==> src/rtl/sw_mem_arbiter.sv <==
// sw_mem_arbiter: shares the external SRAM read port between the target (T)
// and query (Q) burst loaders of the Smith-Waterman core. Each grant owns the
// port for a whole burst of len+1 words; returned words are registered and
// routed to the owner with valid/last flags.
// Optional build macro SW_ARB_FIXED_PRI_EN: Q always wins a tie and the
// round-robin pointer is removed. Without it, ties alternate round-robin.
`ifndef SRAM_ADDR_BIT
`define SRAM_ADDR_BIT 10
`endif
`ifndef SRAM_WORD_WIDTH
`define SRAM_WORD_WIDTH 16
`endif

module sw_mem_arbiter #(
  parameter int ADDR_W = `SRAM_ADDR_BIT,
  parameter int DATA_W = `SRAM_WORD_WIDTH,
  parameter int LEN_W  = 8
) (
  input  logic              clk,
  input  logic              rst_n,
  input  logic              t_req_i,
  input  logic [ADDR_W-1:0] t_addr_i,
  input  logic [LEN_W-1:0]  t_len_i,
  output logic              t_gnt_o,
  output logic              t_valid_o,
  output logic              t_last_o,
  output logic [DATA_W-1:0] t_data_o,
  input  logic              q_req_i,
  input  logic [ADDR_W-1:0] q_addr_i,
  input  logic [LEN_W-1:0]  q_len_i,
  output logic              q_gnt_o,
  output logic              q_valid_o,
  output logic              q_last_o,
  output logic [DATA_W-1:0] q_data_o,
  output logic              select_T_o,
  output logic [ADDR_W-1:0] addr_o,
  input  logic [DATA_W-1:0] data_i,
  output logic              busy_o
);

  typedef enum logic [1:0] {
    IDLE  = 2'd0,
    RUN   = 2'd1,
    DRAIN = 2'd2
  } state_t;

  state_t            state_r;
  logic              owner_t_r;   // 1 = current burst belongs to T
  logic [LEN_W-1:0]  len_r;       // latched burst length minus one
  logic [LEN_W-1:0]  cnt_r;       // index of the word registered at the next RUN edge
`ifndef SW_ARB_FIXED_PRI_EN
  logic              last_t_r;    // 1 = T was served by the most recent grant
`endif
  logic              win_t_s;     // 1 = T wins the current arbitration
  logic [LEN_W-1:0]  win_len_s;   // length field of the winner

  // Choose the winner among the raised requests
  always_comb begin
    win_t_s = 1'b0;
    if (t_req_i && q_req_i) begin
`ifdef SW_ARB_FIXED_PRI_EN
      win_t_s = 1'b0;
`else
      win_t_s = ~last_t_r;
`endif
    end else if (t_req_i) begin
      win_t_s = 1'b1;
    end else begin
      win_t_s = 1'b0;
    end
    win_len_s = win_t_s ? t_len_i : q_len_i;
  end

  // Burst sequencer: grant, address issue and routing of returned words
  always_ff @(posedge clk or negedge rst_n) begin
    if (!rst_n) begin
      state_r    <= IDLE;
      owner_t_r  <= 1'b0;
      len_r      <= {LEN_W{1'b0}};
      cnt_r      <= {LEN_W{1'b0}};
`ifndef SW_ARB_FIXED_PRI_EN
      last_t_r   <= 1'b1;
`endif
      t_gnt_o    <= 1'b0;
      t_valid_o  <= 1'b0;
      t_last_o   <= 1'b0;
      t_data_o   <= {DATA_W{1'b0}};
      q_gnt_o    <= 1'b0;
      q_valid_o  <= 1'b0;
      q_last_o   <= 1'b0;
      q_data_o   <= {DATA_W{1'b0}};
      select_T_o <= 1'b0;
      addr_o     <= {ADDR_W{1'b0}};
      busy_o     <= 1'b0;
    end else begin
      t_gnt_o <= 1'b0;
      q_gnt_o <= 1'b0;
      case (state_r)
        IDLE: begin
          t_valid_o <= 1'b0;
          t_last_o  <= 1'b0;
          t_data_o  <= {DATA_W{1'b0}};
          q_valid_o <= 1'b0;
          q_last_o  <= 1'b0;
          q_data_o  <= {DATA_W{1'b0}};
          if (t_req_i || q_req_i) begin
            t_gnt_o    <= win_t_s;
            q_gnt_o    <= ~win_t_s;
            owner_t_r  <= win_t_s;
            select_T_o <= win_t_s;
            addr_o     <= win_t_s ? t_addr_i : q_addr_i;
            len_r      <= win_len_s;
            cnt_r      <= {LEN_W{1'b0}};
            busy_o     <= 1'b1;
`ifndef SW_ARB_FIXED_PRI_EN
            last_t_r   <= win_t_s;
`endif
            // a single-word burst has already issued its only address
            state_r    <= (win_len_s == {LEN_W{1'b0}}) ? DRAIN : RUN;
          end else begin
            busy_o  <= 1'b0;
            state_r <= IDLE;
          end
        end
        RUN: begin
          t_valid_o <= owner_t_r;
          q_valid_o <= ~owner_t_r;
          t_last_o  <= 1'b0;
          q_last_o  <= 1'b0;
          t_data_o  <= owner_t_r ? data_i : {DATA_W{1'b0}};
          q_data_o  <= owner_t_r ? {DATA_W{1'b0}} : data_i;
          addr_o    <= addr_o + {{(ADDR_W-1){1'b0}}, 1'b1};
          cnt_r     <= cnt_r + {{(LEN_W-1){1'b0}}, 1'b1};
          // the address for word len is issued at this edge
          if (cnt_r == (len_r - {{(LEN_W-1){1'b0}}, 1'b1})) begin
            state_r <= DRAIN;
          end else begin
            state_r <= RUN;
          end
        end
        DRAIN: begin
          t_valid_o <= owner_t_r;
          q_valid_o <= ~owner_t_r;
          t_last_o  <= owner_t_r;
          q_last_o  <= ~owner_t_r;
          t_data_o  <= owner_t_r ? data_i : {DATA_W{1'b0}};
          q_data_o  <= owner_t_r ? {DATA_W{1'b0}} : data_i;
          busy_o    <= 1'b0;
          state_r   <= IDLE;
        end
        default: begin
          t_valid_o <= 1'b0;
          t_last_o  <= 1'b0;
          q_valid_o <= 1'b0;
          q_last_o  <= 1'b0;
          busy_o    <= 1'b0;
          state_r   <= IDLE;
        end
      endcase
    end
  end

endmodule

==> config.mk <==
export PLATFORM = sky130hd
export DESIGN_NAME = sw_mem_arbiter
export DESIGN_NICKNAME = d
export VERILOG_FILES = /design/src/rtl/sw_mem_arbiter.sv
export SDC_FILE = /design/constraint.sdc
export NUM_CORES = 1
export LEC_CHECK = 0
export BUFFER_PORTS_ARGS = -buffer_cell sky130_fd_sc_hd__buf_2
export CAP_MARGIN = 30
export CELL_PAD_IN_SITES_DETAIL_PLACEMENT = 1
export CELL_PAD_IN_SITES_GLOBAL_PLACEMENT = 2
export CORE_MARGIN = 8
export CORE_UTILIZATION = 33
export CTS_CLUSTER_SIZE = 25
export DETAILED_ROUTE_END_ITERATION = 7
export GPL_TIMING_DRIVEN = 0
export PLACE_DENSITY_LB_ADDON = 0.1
export RECOVER_POWER = 25
export SLEW_MARGIN = 0
export SYNTH_ARGS = -nofsm -noshare
export SYNTH_HDL_FRONTEND = slang
export SYNTH_SLANG_ARGS = --single-unit
export TNS_END_PERCENT = 100
==> constraint.sdc <==
create_clock -name clk -period 3.4 [get_ports clk]
set_input_delay 0.17 -clock clk [delete_from_list [all_inputs] [get_ports clk]]
set_output_delay 0.17 -clock clk [all_outputs]
set_load 0.05 [all_outputs]
==> results.sh <==
export IMPL_status="finished clean"
export IMPL_reg2reg_depth=7
export IMPL_fin_util=0.428
export IMPL_die_w_um=118
export IMPL_drive_gt1_frac=0.294
export IMPL_hold_start="data_i[10]"
export IMPL_fin_crit_ns=1.96
export IMPL_end_kind="register"
export IMPL_wire_per_inst_um=17.4
export IMPL_area_growth_pct=27.0
export IMPL_drt_first_pass_iters=4
export IMPL_clk_pin_slew_ns=0.08
export IMPL_finalSetupViolCount=0
export IMPL_die_area_sq_um=14000
export IMPL_rsz0062_at_grt="no"
export IMPL_design_area_sq_um=4380
export IMPL_yosys_warnings=0
export IMPL_numClockSinks=69
export IMPL_slew_violations=0
export IMPL_synth_seq_cells=69
export IMPL_clk_insertion_delay_late_ns=0.34
export IMPL_crit_path_max_incr_delay_ns=0.52
export IMPL_required_ns=3.62
export IMPL_grt_pass1_vias=3404
export IMPL_vias=3070
export IMPL_grtUsageTotal=0.157
export IMPL_async_reset_ff_frac=1.00
export IMPL_cts_root_buffer="clkbuf_8"
export IMPL_numCtsBuffers=9
export IMPL_r2r_start="len_r[1]"
export IMPL_fp_row_count=37
export IMPL_cp_slowest_cell="dfrtp_1"
export IMPL_maxCapViolations=0
export IMPL_synth_avg_cell_area_sq_um=9.74
export IMPL_postSynthCellCount=354
export IMPL_gp_congestion=0.717
export IMPL_synth_edff_count=0
export IMPL_cts_tree="built"
export IMPL_period_share=0.578
export IMPL_cp_max_fo=6
export IMPL_post_cts_resized=0
export IMPL_seq_area_frac_synth=0.501
export IMPL_finalHoldViolCount=0
export IMPL_ys_flop_type="dfrtp_1"
export IMPL_core_sq_um=10200
export IMPL_initial_core_util=0.337
export IMPL_drt_wl_total_um=10700
export IMPL_cts_max_level=3
export IMPL_ioPinCount=106
export IMPL_relSlewSlack=0.128
export IMPL_drc=0
export IMPL_power_density_nw_per_um2=482
export IMPL_critPathLaunchType="register"
export IMPL_cts_buffer_depth=2
export IMPL_vias_per_cell=5.01
export IMPL_antenna_found_initial=0
export IMPL_irDropWorstVdd_mv=0.306
export IMPL_placed_cell_area_sq_um=4180
export IMPL_r2r_end="state_r[1]"
export IMPL_synth_distinct_cells=55
export IMPL_fill_cells=1231
export IMPL_numPortBuffers=105
export IMPL_fin_nets=535
export IMPL_crit_arrival_ns=2.19
export IMPL_grt_overflow_total=0
export IMPL_die_y_um=118
export IMPL_hold_class="input pin to register"
export IMPL_drt_iter0_drc=144
export IMPL_grt_max_degree=52
export IMPL_num_antenna_cells=0
export IMPL_worst_pin_slew_ns=1.31
export IMPL_syn_cell_area_sq_um=3450
export IMPL_fmax_mhz=509
export IMPL_synth_nets=417
export IMPL_leakage_nw=2.18
export IMPL_crit_path_end="state_r[1]"
export IMPL_hpwlAfterDp_um=8060
export IMPL_grt_pass1_wl_um=17900
export IMPL_crit_type="register to register"
export IMPL_ff2ff_setup_slack_ns=1.44
export IMPL_fin_skew_ns=0.0109
export IMPL_cp_cell_sequence="inv_1 -> ha_1 -> xnor2_1 -> and4b_1 -> a41oi_1 -> nand2_1 -> a41o_1"
export IMPL_antenna_left=0
export IMPL_tns_ns=0
export IMPL_crit_start="len_r[1]"
[cells by family after synthesis]
kind of cell,count (synthesis),synth area share
buffers and inverters,26,0.0355
multiplexers,21,0.0613
XOR/XNOR,8,0.0203
AO/OA/AOI/OAI,92,0.170
flip-flops,69,0.501
AND/OR/NAND/NOR,131,0.186
adder cells (fa/ha/maj),7,0.0254
[final cells by class]
class	count	area (sq um)	area share
clock buffers	10	138	0.0314
repair buffers	107	562	0.128
well taps	136	170	0.0388
flip-flops and latches	69	1730	0.394
multi-input cells	259	1600	0.365
inverters	8	30.0	0.00685
plain buffers	18	92.6	0.0211
clock inverters	6	62.6	0.0143
[worst max-delay path, delay by kind of cell (launching register included)]
family | cells | cell delay, ns
DFF | 1 | 0.52
buffers and inverters | 1 | 0.09
and+or+nand+nor | 2 | 0.29
AOI/OAI and AO/OA | 2 | 0.52
xor gates and xnor gates | 1 | 0.15
adders and majority gates | 1 | 0.27
[synthesized netlist by cell type (all sizes together), types with 4 or more instances]
| cell type | n | area (sq um) |
|---|---|---|
| ha | 7 | 87.6 |
| nand2b | 19 | 119 |
| nor2 | 13 | 48.8 |
| mux2i | 20 | 200 |
| buf | 7 | 51.3 |
| o21ai | 55 | 279 |
| nand2 | 64 | 243 |
| a31oi | 4 | 25.0 |
| and3 | 6 | 37.5 |
| inv | 8 | 30.0 |
| clkbuf | 11 | 41.3 |
| dfrtp | 68 | 1700 |
| nand3 | 9 | 45.0 |
| xnor2 | 5 | 43.8 |
| nor3 | 4 | 36.3 |
| a221oi | 6 | 58.8 |
| o31ai | 4 | 30.0 |
| a21o | 4 | 30.0 |
[layer usage]
layer	vias up	GRT usage	part of all wire
met5	-	0	0
met1	1503	0.198	0.46
met3	15	0.0381	0.045
met4	0	0.0544	0.015
li1	1484	-	-
met2	68	0.256	0.48
[metrics by stage]
step / hold WS [ns] / cells / power, mW / setup WS (ns)
after floorplan: -0.126 / 354 / 1.28 / 1.62
after global placement: 0.456 / 595 / 1.43 / 1.56
after detailed placement: 0.0836 / 596 / 1.45 / 1.49
after CTS: 0.0834 / 613 / 2.15 / 1.46
after global routing: 0.110 / 613 / 2.22 / 1.35
final: 0.0971 / 613 / 2.11 / 1.44
[cell usage in the layout (no fill, tap or decap), drive strengths merged, types with 4 or more instances in the layout]
cell type and count:
o21ai 55, clkbuf 22, inv 8, nand3 9, a221oi 6, dfrtp 68
nor2 13, a31oi 4, o31ai 4, and3 6, clkinv 5, ha 7
a21o 4, nand2 64, nand2b 19, buf 112, mux2i 20, nor3 4
xnor2 5
[flip-flops by register name, indices dropped and copies added, names as in the netlist]
signal     count
q_data_o      16
busy_o         1
t_valid_o      1
addr_o        10
t_last_o       1
owner_t_r      1
q_last_o       1
len_r          8
state_r        2
last_t_r       1
q_valid_o      1
t_gnt_o        1
cnt_r          8
q_gnt_o        1
t_data_o      16
[what timing repair did]
item | CTS | global route
hold buffers | 1 | 0
setup buffers | 0 | 0
hold endpoints to repair | 18 | 0
[worst min-delay path by stage]
stage / slack, ns / to / depth (start not counted)
final: 0.1 / q_data_o[10] / 3
after global routing: 0.11 / t_data_o[12] / 3
after CTS: 0.08 / q_data_o[10] / 3
after detailed placement: 0.08 / t_valid_o / 1
after global placement: 0.46 / t_data_o[8] / 3
after floorplan: -0.13 / addr_o[0] / 0
[where the power goes]
| part | leakage, nW | internal [mW] | switching [mW] | total, mW |
|---|---|---|---|---|
| Sequential | 0.871 | 0.876 | 0.0744 | 0.950 |
| Combinational | 1.20 | 0.151 | 0.324 | 0.474 |
| Clock | 0.106 | 0.358 | 0.330 | 0.687 |
Note: power is estimated with default switching activity, not from simulation.
